--- src/rtl/sys_cmd_pkg.sv ---
// Shared command codes, operand addresses and FSM state encoding for the command controller.
package sys_cmd_pkg;

  localparam logic [7:0] CMD_RF_WR  = 8'hAA;
  localparam logic [7:0] CMD_RF_RD  = 8'hBB;
  localparam logic [7:0] CMD_ALU_WP = 8'hCC;
  localparam logic [7:0] CMD_ALU_NP = 8'hDD;

  localparam int OPA_ADDR = 0;
  localparam int OPB_ADDR = 1;

  typedef enum logic [3:0] {
    ST_IDLE,
    ST_WR_ADDR,
    ST_WR_DATA,
    ST_RD_ADDR,
    ST_RD_WAIT,
    ST_TX_RD,
    ST_OPA,
    ST_OPB,
    ST_FUN,
    ST_ALU_WAIT,
    ST_TX_LO,
    ST_TX_HI
  } state_t;

endpackage

--- src/rtl/sys_cmd_tx_mux.sv ---
// Selects the response byte for the current transmit state and decides whether it may be pushed now.
module sys_cmd_tx_mux
  import sys_cmd_pkg::*;
#(
  parameter int DATA_WIDTH    = 8,
  parameter int ALU_OUT_WIDTH = 16
) (
  input  state_t                   state,
  input  logic [DATA_WIDTH-1:0]    rd_data,
  input  logic [ALU_OUT_WIDTH-1:0] alu_result,
  input  logic                     fifo_full,
  output logic                     push,
  output logic [DATA_WIDTH-1:0]    push_data
);

  always_comb begin
    push      = 1'b0;
    push_data = rd_data;
    case (state)
      ST_TX_RD: begin
        push      = !fifo_full;
        push_data = rd_data;
      end
      ST_TX_LO: begin
        push      = !fifo_full;
        push_data = alu_result[DATA_WIDTH-1:0];
      end
      ST_TX_HI: begin
        push      = !fifo_full;
        push_data = alu_result[ALU_OUT_WIDTH-1:DATA_WIDTH];
      end
      default: begin
        push      = 1'b0;
        push_data = rd_data;
      end
    endcase
  end

endmodule

--- src/rtl/sys_cmd_ctrl.sv ---
// Frame decoder/sequencer: turns RX command bytes into regfile and ALU operations and
// queues read data / ALU results into the TX FIFO. Every output comes straight from a flop.
module sys_cmd_ctrl
  import sys_cmd_pkg::*;
#(
  parameter int DATA_WIDTH    = 8,
  parameter int ADDR_WIDTH    = 4,
  parameter int ALU_FUN_WIDTH = 4,
  parameter int ALU_OUT_WIDTH = 16
) (
  input  logic                     CLK,
  input  logic                     RST_N,
  input  logic [DATA_WIDTH-1:0]    RX_P_DATA,
  input  logic                     RX_D_VLD,
  output logic                     RF_WR_EN,
  output logic                     RF_RD_EN,
  output logic [ADDR_WIDTH-1:0]    RF_ADDR,
  output logic [DATA_WIDTH-1:0]    RF_WR_DATA,
  input  logic [DATA_WIDTH-1:0]    RF_RD_DATA,
  input  logic                     RF_RD_VLD,
  output logic                     ALU_EN,
  output logic [ALU_FUN_WIDTH-1:0] ALU_FUN,
  input  logic [ALU_OUT_WIDTH-1:0] ALU_OUT,
  input  logic                     ALU_OUT_VLD,
  output logic                     CLK_GATE_EN,
  output logic [DATA_WIDTH-1:0]    FIFO_WR_DATA,
  output logic                     FIFO_WR_INC,
  input  logic                     FIFO_FULL
);

  state_t                   state_reg, state_next;
  logic [ADDR_WIDTH-1:0]    wr_addr_reg, wr_addr_next;
  logic [DATA_WIDTH-1:0]    rd_data_reg, rd_data_next;
  logic [ALU_OUT_WIDTH-1:0] alu_result_reg, alu_result_next;

  logic                     rf_wr_en_reg, rf_wr_en_next;
  logic                     rf_rd_en_reg, rf_rd_en_next;
  logic [ADDR_WIDTH-1:0]    rf_addr_reg, rf_addr_next;
  logic [DATA_WIDTH-1:0]    rf_wr_data_reg, rf_wr_data_next;
  logic                     alu_en_reg, alu_en_next;
  logic [ALU_FUN_WIDTH-1:0] alu_fun_reg, alu_fun_next;
  logic                     clk_gate_en_reg, clk_gate_en_next;
  logic [DATA_WIDTH-1:0]    fifo_wr_data_reg, fifo_wr_data_next;
  logic                     fifo_wr_inc_reg, fifo_wr_inc_next;

  logic                     tx_push;
  logic [DATA_WIDTH-1:0]    tx_data;

  sys_cmd_tx_mux #(
    .DATA_WIDTH   (DATA_WIDTH),
    .ALU_OUT_WIDTH(ALU_OUT_WIDTH)
  ) u_tx_mux (
    .state     (state_reg),
    .rd_data   (rd_data_reg),
    .alu_result(alu_result_reg),
    .fifo_full (FIFO_FULL),
    .push      (tx_push),
    .push_data (tx_data)
  );

  always_comb begin
    state_next        = state_reg;
    wr_addr_next      = wr_addr_reg;
    rd_data_next      = rd_data_reg;
    alu_result_next   = alu_result_reg;
    rf_wr_en_next     = 1'b0;
    rf_rd_en_next     = 1'b0;
    rf_addr_next      = rf_addr_reg;
    rf_wr_data_next   = rf_wr_data_reg;
    alu_en_next       = 1'b0;
    alu_fun_next      = alu_fun_reg;
    fifo_wr_inc_next  = tx_push;
    fifo_wr_data_next = tx_push ? tx_data : fifo_wr_data_reg;

    case (state_reg)
      ST_IDLE: begin
        if (RX_D_VLD) begin
          if (RX_P_DATA == DATA_WIDTH'(CMD_RF_WR))       state_next = ST_WR_ADDR;
          else if (RX_P_DATA == DATA_WIDTH'(CMD_RF_RD))  state_next = ST_RD_ADDR;
          else if (RX_P_DATA == DATA_WIDTH'(CMD_ALU_WP)) state_next = ST_OPA;
          else if (RX_P_DATA == DATA_WIDTH'(CMD_ALU_NP)) state_next = ST_FUN;
        end
      end
      ST_WR_ADDR: begin
        if (RX_D_VLD) begin
          wr_addr_next = RX_P_DATA[ADDR_WIDTH-1:0];
          state_next   = ST_WR_DATA;
        end
      end
      ST_WR_DATA: begin
        if (RX_D_VLD) begin
          rf_wr_en_next   = 1'b1;
          rf_addr_next    = wr_addr_reg;
          rf_wr_data_next = RX_P_DATA;
          state_next      = ST_IDLE;
        end
      end
      ST_RD_ADDR: begin
        if (RX_D_VLD) begin
          rf_rd_en_next = 1'b1;
          rf_addr_next  = RX_P_DATA[ADDR_WIDTH-1:0];
          state_next    = ST_RD_WAIT;
        end
      end
      // Wait states never look at RX, so a byte colliding with a result strobe is simply lost.
      ST_RD_WAIT: begin
        if (RF_RD_VLD) begin
          rd_data_next = RF_RD_DATA;
          state_next   = ST_TX_RD;
        end
      end
      ST_TX_RD: begin
        if (tx_push) state_next = ST_IDLE;
      end
      ST_OPA: begin
        if (RX_D_VLD) begin
          rf_wr_en_next   = 1'b1;
          rf_addr_next    = ADDR_WIDTH'(OPA_ADDR);
          rf_wr_data_next = RX_P_DATA;
          state_next      = ST_OPB;
        end
      end
      ST_OPB: begin
        if (RX_D_VLD) begin
          rf_wr_en_next   = 1'b1;
          rf_addr_next    = ADDR_WIDTH'(OPB_ADDR);
          rf_wr_data_next = RX_P_DATA;
          state_next      = ST_FUN;
        end
      end
      ST_FUN: begin
        if (RX_D_VLD) begin
          alu_en_next  = 1'b1;
          alu_fun_next = RX_P_DATA[ALU_FUN_WIDTH-1:0];
          state_next   = ST_ALU_WAIT;
        end
      end
      ST_ALU_WAIT: begin
        if (ALU_OUT_VLD) begin
          alu_result_next = ALU_OUT;
          state_next      = ST_TX_LO;
        end
      end
      ST_TX_LO: begin
        if (tx_push) state_next = ST_TX_HI;
      end
      ST_TX_HI: begin
        if (tx_push) state_next = ST_IDLE;
      end
      default: state_next = ST_IDLE;
    endcase

    // Derived from the next state so the registered gate lines up exactly with FUN/ALU_WAIT.
    clk_gate_en_next = (state_next == ST_FUN) || (state_next == ST_ALU_WAIT);
  end

  always_ff @(posedge CLK or negedge RST_N) begin
    if (!RST_N) begin
      state_reg        <= ST_IDLE;
      wr_addr_reg      <= '0;
      rd_data_reg      <= '0;
      alu_result_reg   <= '0;
      rf_wr_en_reg     <= 1'b0;
      rf_rd_en_reg     <= 1'b0;
      rf_addr_reg      <= '0;
      rf_wr_data_reg   <= '0;
      alu_en_reg       <= 1'b0;
      alu_fun_reg      <= '0;
      clk_gate_en_reg  <= 1'b0;
      fifo_wr_data_reg <= '0;
      fifo_wr_inc_reg  <= 1'b0;
    end else begin
      state_reg        <= state_next;
      wr_addr_reg      <= wr_addr_next;
      rd_data_reg      <= rd_data_next;
      alu_result_reg   <= alu_result_next;
      rf_wr_en_reg     <= rf_wr_en_next;
      rf_rd_en_reg     <= rf_rd_en_next;
      rf_addr_reg      <= rf_addr_next;
      rf_wr_data_reg   <= rf_wr_data_next;
      alu_en_reg       <= alu_en_next;
      alu_fun_reg      <= alu_fun_next;
      clk_gate_en_reg  <= clk_gate_en_next;
      fifo_wr_data_reg <= fifo_wr_data_next;
      fifo_wr_inc_reg  <= fifo_wr_inc_next;
    end
  end

  assign RF_WR_EN     = rf_wr_en_reg;
  assign RF_RD_EN     = rf_rd_en_reg;
  assign RF_ADDR      = rf_addr_reg;
  assign RF_WR_DATA   = rf_wr_data_reg;
  assign ALU_EN       = alu_en_reg;
  assign ALU_FUN      = alu_fun_reg;
  assign CLK_GATE_EN  = clk_gate_en_reg;
  assign FIFO_WR_DATA = fifo_wr_data_reg;
  assign FIFO_WR_INC  = fifo_wr_inc_reg;

endmodule
--- config.mk ---
export PLATFORM = sky130hd
export DESIGN_NAME = sys_cmd_ctrl
export DESIGN_NICKNAME = d
export VERILOG_FILES = /design/src/rtl/sys_cmd_pkg.sv /design/src/rtl/sys_cmd_tx_mux.sv /design/src/rtl/sys_cmd_ctrl.sv
export SDC_FILE = /design/constraint.sdc
export NUM_CORES = 1
export LEC_CHECK = 0
export BUFFER_PORTS_ARGS = -buffer_cell sky130_fd_sc_hd__buf_2
export CAP_MARGIN = 0
export CELL_PAD_IN_SITES_DETAIL_PLACEMENT = 2
export CELL_PAD_IN_SITES_GLOBAL_PLACEMENT = 2
export CORE_ASPECT_RATIO = 0.5
export CORE_MARGIN = 2
export CORE_UTILIZATION = 36
export CTS_CLUSTER_SIZE = 24
export DETAILED_ROUTE_END_ITERATION = 12
export MAX_ROUTING_LAYER = met4
export PLACE_DENSITY_LB_ADDON = 0.12
export SYNTH_ARGS = -nofsm -noshare
export SYNTH_HDL_FRONTEND = slang
export SYNTH_HIERARCHICAL = 1
export SYNTH_SLANG_ARGS = --single-unit
--- constraint.sdc ---
create_clock -name CLK -period 2 [get_ports CLK]
set_input_delay 0.2 -clock CLK [delete_from_list [all_inputs] [get_ports CLK]]
set_output_delay 0.2 -clock CLK [all_outputs]
set_load 0.01 [all_outputs]
== Word level (Yosys, flattened, before mapping) ==
Index checks and enable logic that the tools add are counted.

* Word-level logic and storage cells: 74
* Flip-flop bits (word level): 61
* Output and inout port bits: 29
* Input port bits: 38

* Equality and inequality tests: 21
* Mux-type cells: 27
* Reduce and logical (&&, ||, !) cells: 13

{| class="wikitable"
|+ Operator list
! cell !! number
|-
| $mux 4 || 19
|-
| $pmux 4 s11 || 1
|-
| $eq 8x8->1 const B || 4
|-
| $eq 4x4->1 const B || 6
|-
| $eq 4x3->1 const B || 4
|-
| $pmux 4 s4 || 1
|-
| $pmux 8 s2 || 1
|-
| $reduce_and 2->1 || 5
|-
| $eq 4x2->1 const B || 2
|-
| $ne 2x2->1 const B || 4
|-
| $reduce_or 3->1 || 2
|-
| $mux 1 || 5
|-
| $reduce_and 5->1 || 1
|-
| $eq 4x1->1 const B || 1
|-
| $logic_not 4->1 || 1
|-
| $reduce_bool 4->1 || 1
|-
| $reduce_or 2->1 || 1
|-
| $logic_not 1->1 || 1
|-
| $logic_or 1x1->1 || 1
|}

== Depth between registers and ports, before layout ==
* Depth in word-level cells: 9
* Mapped depth: 7
* Gate-level depth less buffers: 6

== Cells and area by module ==
Netlist, hierarchy kept.

{| class="wikitable"
|+ By module, submodules not included
! module !! instances !! area an instance (um2) !! cells each
|-
| sys_cmd_ctrl || 1 || 2592.5 || 191
|-
| sys_cmd_tx_mux || 1 || 287.8 || 21
|}

== Worst setup path before layout ==
Ideal clock, no wire load.

* Kind: register to register
* Start: register state_reg[2]
* End: register state_reg[2]
* Cell stages (with the launch flop): 8
* Path slack: 0.179 ns
* Required time: 1.872 ns
* Period minus slack after synthesis: 1.821 ns
* Data arrival time: 1.694 ns
* Setup time: 0.128 ns
* Cells stage by stage: dfrtp_1 -> and3b_1 -> buf_4 -> o21ba_2 -> buf_1 -> o21ai_0 -> a222oi_1 -> nor2_1

* Elaborated cells on any way between the ends: 31
* Classes of those cells: eq/ne (11); mux (17); reduce/logical (3)

{| class="wikitable"
|+ RTL lines
! item !! RTL line !! source
|-
| start, declared || sys_cmd_ctrl.sv:31 || <nowiki>state_t state_reg, state_next;</nowiki>
|-
| start signal, assigned || sys_cmd_ctrl.sv:173 || <nowiki>state_reg <= state_next;</nowiki>
|-
| $eq 4x3->1 / $eq 4x4->1 (equally long branches) || sys_cmd_tx_mux.sv:19 || <nowiki>case (state)</nowiki>
|-
| $reduce_or 3->1 (no source line) * || -- ||
|-
| $mux 1 * || -- ||
|-
| via fifo_wr_inc_next || sys_cmd_ctrl.sv:44 || <nowiki>logic fifo_wr_inc_reg, fifo_wr_inc_next;</nowiki>
|-
| $mux 4 (on tied branches) || sys_cmd_ctrl.sv:113, sys_cmd_ctrl.sv:148, sys_cmd_ctrl.sv:145 ||
|-
| $pmux 4 s11 * || sys_cmd_ctrl.sv:75 || <nowiki>case (state_reg)</nowiki>
|-
| via state_next[2] || sys_cmd_ctrl.sv:31 ||
|}

Mark *: on every way through the listed nets, which the timed path passes. The rest lies on a longest branch.
A chain may end at the register's enable or synchronous reset.

== Worst setup path after layout ==
* Start: register state_reg[1]
* End: register rf_wr_data_reg[4] (netlist: RF_WR_DATA[4])

* Word-level cells in the longest chain between the ends: 3
* Elaborated cells on any way between the ends: 5
* Classes of those cells: eq/ne (3); reduce/logical (2)

{| class="wikitable"
|+ Ends and longest elaborated chain
! item !! RTL line !! source
|-
| $eq 4x3->1 / $eq 4x2->1 (equally long branches) || sys_cmd_ctrl.sv:75 ||
|-
| $reduce_or 3->1 (no source line) * || -- ||
|-
| $reduce_and 2->1 (no source line) * || -- ||
|-
| end signal, assigned || sys_cmd_ctrl.sv:180 || <nowiki>rf_wr_data_reg <= rf_wr_data_next;</nowiki>
|-
| end, declared || sys_cmd_ctrl.sv:39 || <nowiki>logic [DATA_WIDTH-1:0] rf_wr_data_reg, rf_wr_data_next;</nowiki>
|}

Every way passes the cells marked *; elsewhere a longest branch is shown, timed or not.

==> summary.txt <==
Status
  • Status: complete, no violations

Global route
  • First-pass GRT wire length: 11.8 mm
  • Total global routing overflow: 0
  • Largest net degree at the start of global routing: slightly above 60
  • Antenna violations before repair: 1
  • Number of global-route vias before repair: about 2200
  • Global Route Usage Sum: 0.191

Drt
  • First DRT Iteration DRCs: 40
  • # DRC: 0
  • Final ANT Viol Nets: 0
  • First-pass iteration count of the detailed router: 4
  • Drt wl/cell: between 15 and 20 um
  • Vias per cell: between 4 and 5
  • Vias: 2010
  • Routed WL: ~7.3 mm

CTS
  • Total clock sinks: approximately 60
  • Clk_lat worst skew: between 300 and 400 ps
  • # H-tree levels: 3
  • Clock-pin slew on the worst setup and hold paths: ~50 ps
  • CTS Root Cell: clkbuf_16
  • CTS tree: built
  • CTS Buf Count: 9
  • Clock buffer depth: 2

Synthesis
  • Syn nets: 250
  • Most frequent cell after synthesis: dfrtp_1
  • Top-area cell type share of the netlist area: 0.530
  • Largest cells by area after synthesis: dfrtp_1 53%, mux2_2 19%, mux2_4 8.3%
  • Synth cell count leaders: 61 x dfrtp_1, 49 x mux2_2, 16 x mux2_4
  • Asr flop ratio synth: 1.00
  • Mapped Area: 2880 sq um
  • Mapped Cells: 212
  • Yosys cell types: 45
  • EDFF count, synth: 0
  • Ys Warns: 6
  • FF+latch count, synth: 61
  • Sequential fraction of the synthesis area: 0.530
  • Avg Inst Size Synth: 13.6 sq um
  • Synth area leader: dfrtp_1
  • Synth Flop Type: dfrtp_1

STA
  • FMAX: about 560 MHz
  • Slew HR: 0.722
  • Max-slew violation count: 0
  • Fin crit period: 1800 ps
  • Fin. Hold Viols: 0
  • Post-route clock period utilization: 0.900
  • Final hold slack: 105 ps
  • # setup viols final: 0
  • Worst Clk Skew: approximately 4.5 ps
  • Slew of the pin with the lowest slew margin: between 400 and 500 ps
  • RSZ-0062 raised after global routing: no
  • Setup TNS: 0 ps

Die
  • Full die area: about 9000 sq um
  • Initial Util: 0.382
  • Chip width: about 130 um
  • Ports: 67
  • Area of the core: roughly 7500 sq um
  • Die height: 67.3 um
  • Row cnt: 22

Placed design
  • Final RePlAce weighted congestion: 0.788
  • Post-DP HPWL: between 5 and 6 mm
  • Port buffer count: 66

Critical path
  • Crit path required time: between 2000 and 2500 ps
  • Crit path max fanout: 12
  • CP startpoint kind: register
  • Critical setup path kind: register to register
  • Critical Path End Type: register
  • Arrival time at the worst endpoint: roughly 2000 ps

Cells and area
  • Max FFs per register: 16
  • Area grow syn2layout: 28.6%
  • Fin nets: between 300 and 400
  • Layout cells sized above 1: 0.544

Power and ir drop
  • Power Dens Cells: 1640 nW/um^2
  • Total power: 6.09 mW
  • P_leak: between 1.5 and 2 nW
  • Peak VDD IR: roughly 0.0007 V

Run
  • Maxcap violations: 0

Worst hold path
  • Hold WC Path Type: input port to register
worst paths after layout:
kind,start,cells past startpoint,slack [ps],to
max reg2reg,state_reg[1]$_DFF_PN0_,5,200,RF_WR_DATA[4]$_DFFE_PN0P_
max,state_reg[1]$_DFF_PN0_,5,200,RF_WR_DATA[4]$_DFFE_PN0P_
min in group asynchronous,RST_N,3,460,rd_data_reg[2]$_DFFE_PN0P_
min reg2reg,RF_ADDR[0]$_DFFE_PN0P_,1,480,RF_ADDR[0]$_DFFE_PN0P_
min,ALU_OUT[4],2,100,alu_result_reg[4]$_DFFE_PN0P_
max in group asynchronous,RST_N,3,1240,RF_WR_DATA[5]$_DFFE_PN0P_
cells in the final DEF (no fill, tap or decap), types with 3 or more instances in the layout:
cell type,netlist,final
a21oi_1,3,3
dfrtp_1,61,61
nor3_1,4,4
mux2_2,49,49
nor2_1,7,7
nand2_1,11,11
nand2b_1,3,3
clkbuf_16,0,9
mux2_4,16,16
a22oi_1,4,4
and2b_1,3,3
buf_2,4,66
buf_4,3,8
o21ai_0,6,6
layer usage:
layer	GRT usage	vias up	part of all wire
met5	-	-	0
met4	0.0625	0	0.015
met3	0.0737	12	0.054
met2	0.326	50	0.50
met1	0.211	1010	0.43
li1	-	938	-
critical path: stages, from the launching register on:
cell     delay (ps)
dfrtp_1         430
buf_4           210
nor2b_1         210
nand2_2         180
nor2_4          270
mux2_2          380
report_power, final:
| group | switching, mW | total [mW] | internal [mW] | leakage (nW) |
|---|---|---|---|---|
| Sequential | 0.318 | 2.13 | 1.81 | 0.757 |
| Combinational | 1.03 | 2.29 | 1.26 | 0.859 |
| Clock | 0.519 | 1.67 | 1.15 | 0.163 |
cells by family after synthesis:
group,synth area share
compound gates,0.0669
mux,0.278
flops,0.530
simple gates,0.0947
xor+xnor,0.00608
buf+inv,0.0239
what timing repair did:
item,4_1_cts,5_1_grt
hold endpoints to repair,61,0
buffers inserted,0,0
hold buffers,1,0
resized for setup,0,0
metrics by stage:
step	utilization	area [sq um]	cells	setup WS, ps
2_1_floorplan	-	2880	212	179
3_3_place_gp	0.446	3360	385	278
6_report	0.491	3700	403	200
4_1_cts	0.491	3700	402	152
3_5_place_dp	0.446	3360	385	189
5_1_grt	0.491	3700	403	37.5
cell type report:
class / count / area (sq um)
Tap cell: 108 / 135
Timing Repair Buffer: 76 / 420
Antenna cell: 1 / 2.50
Inverter: 2 / 7.51
Multi-Input combinational cell: 139 / 1280
Clock buffer: 12 / 256
Clock inverter: 4 / 70.1
Fill cell: 779 / 3840
Sequential cell: 61 / 1530
No activity file was read; power rests on OpenSTA's default activity.
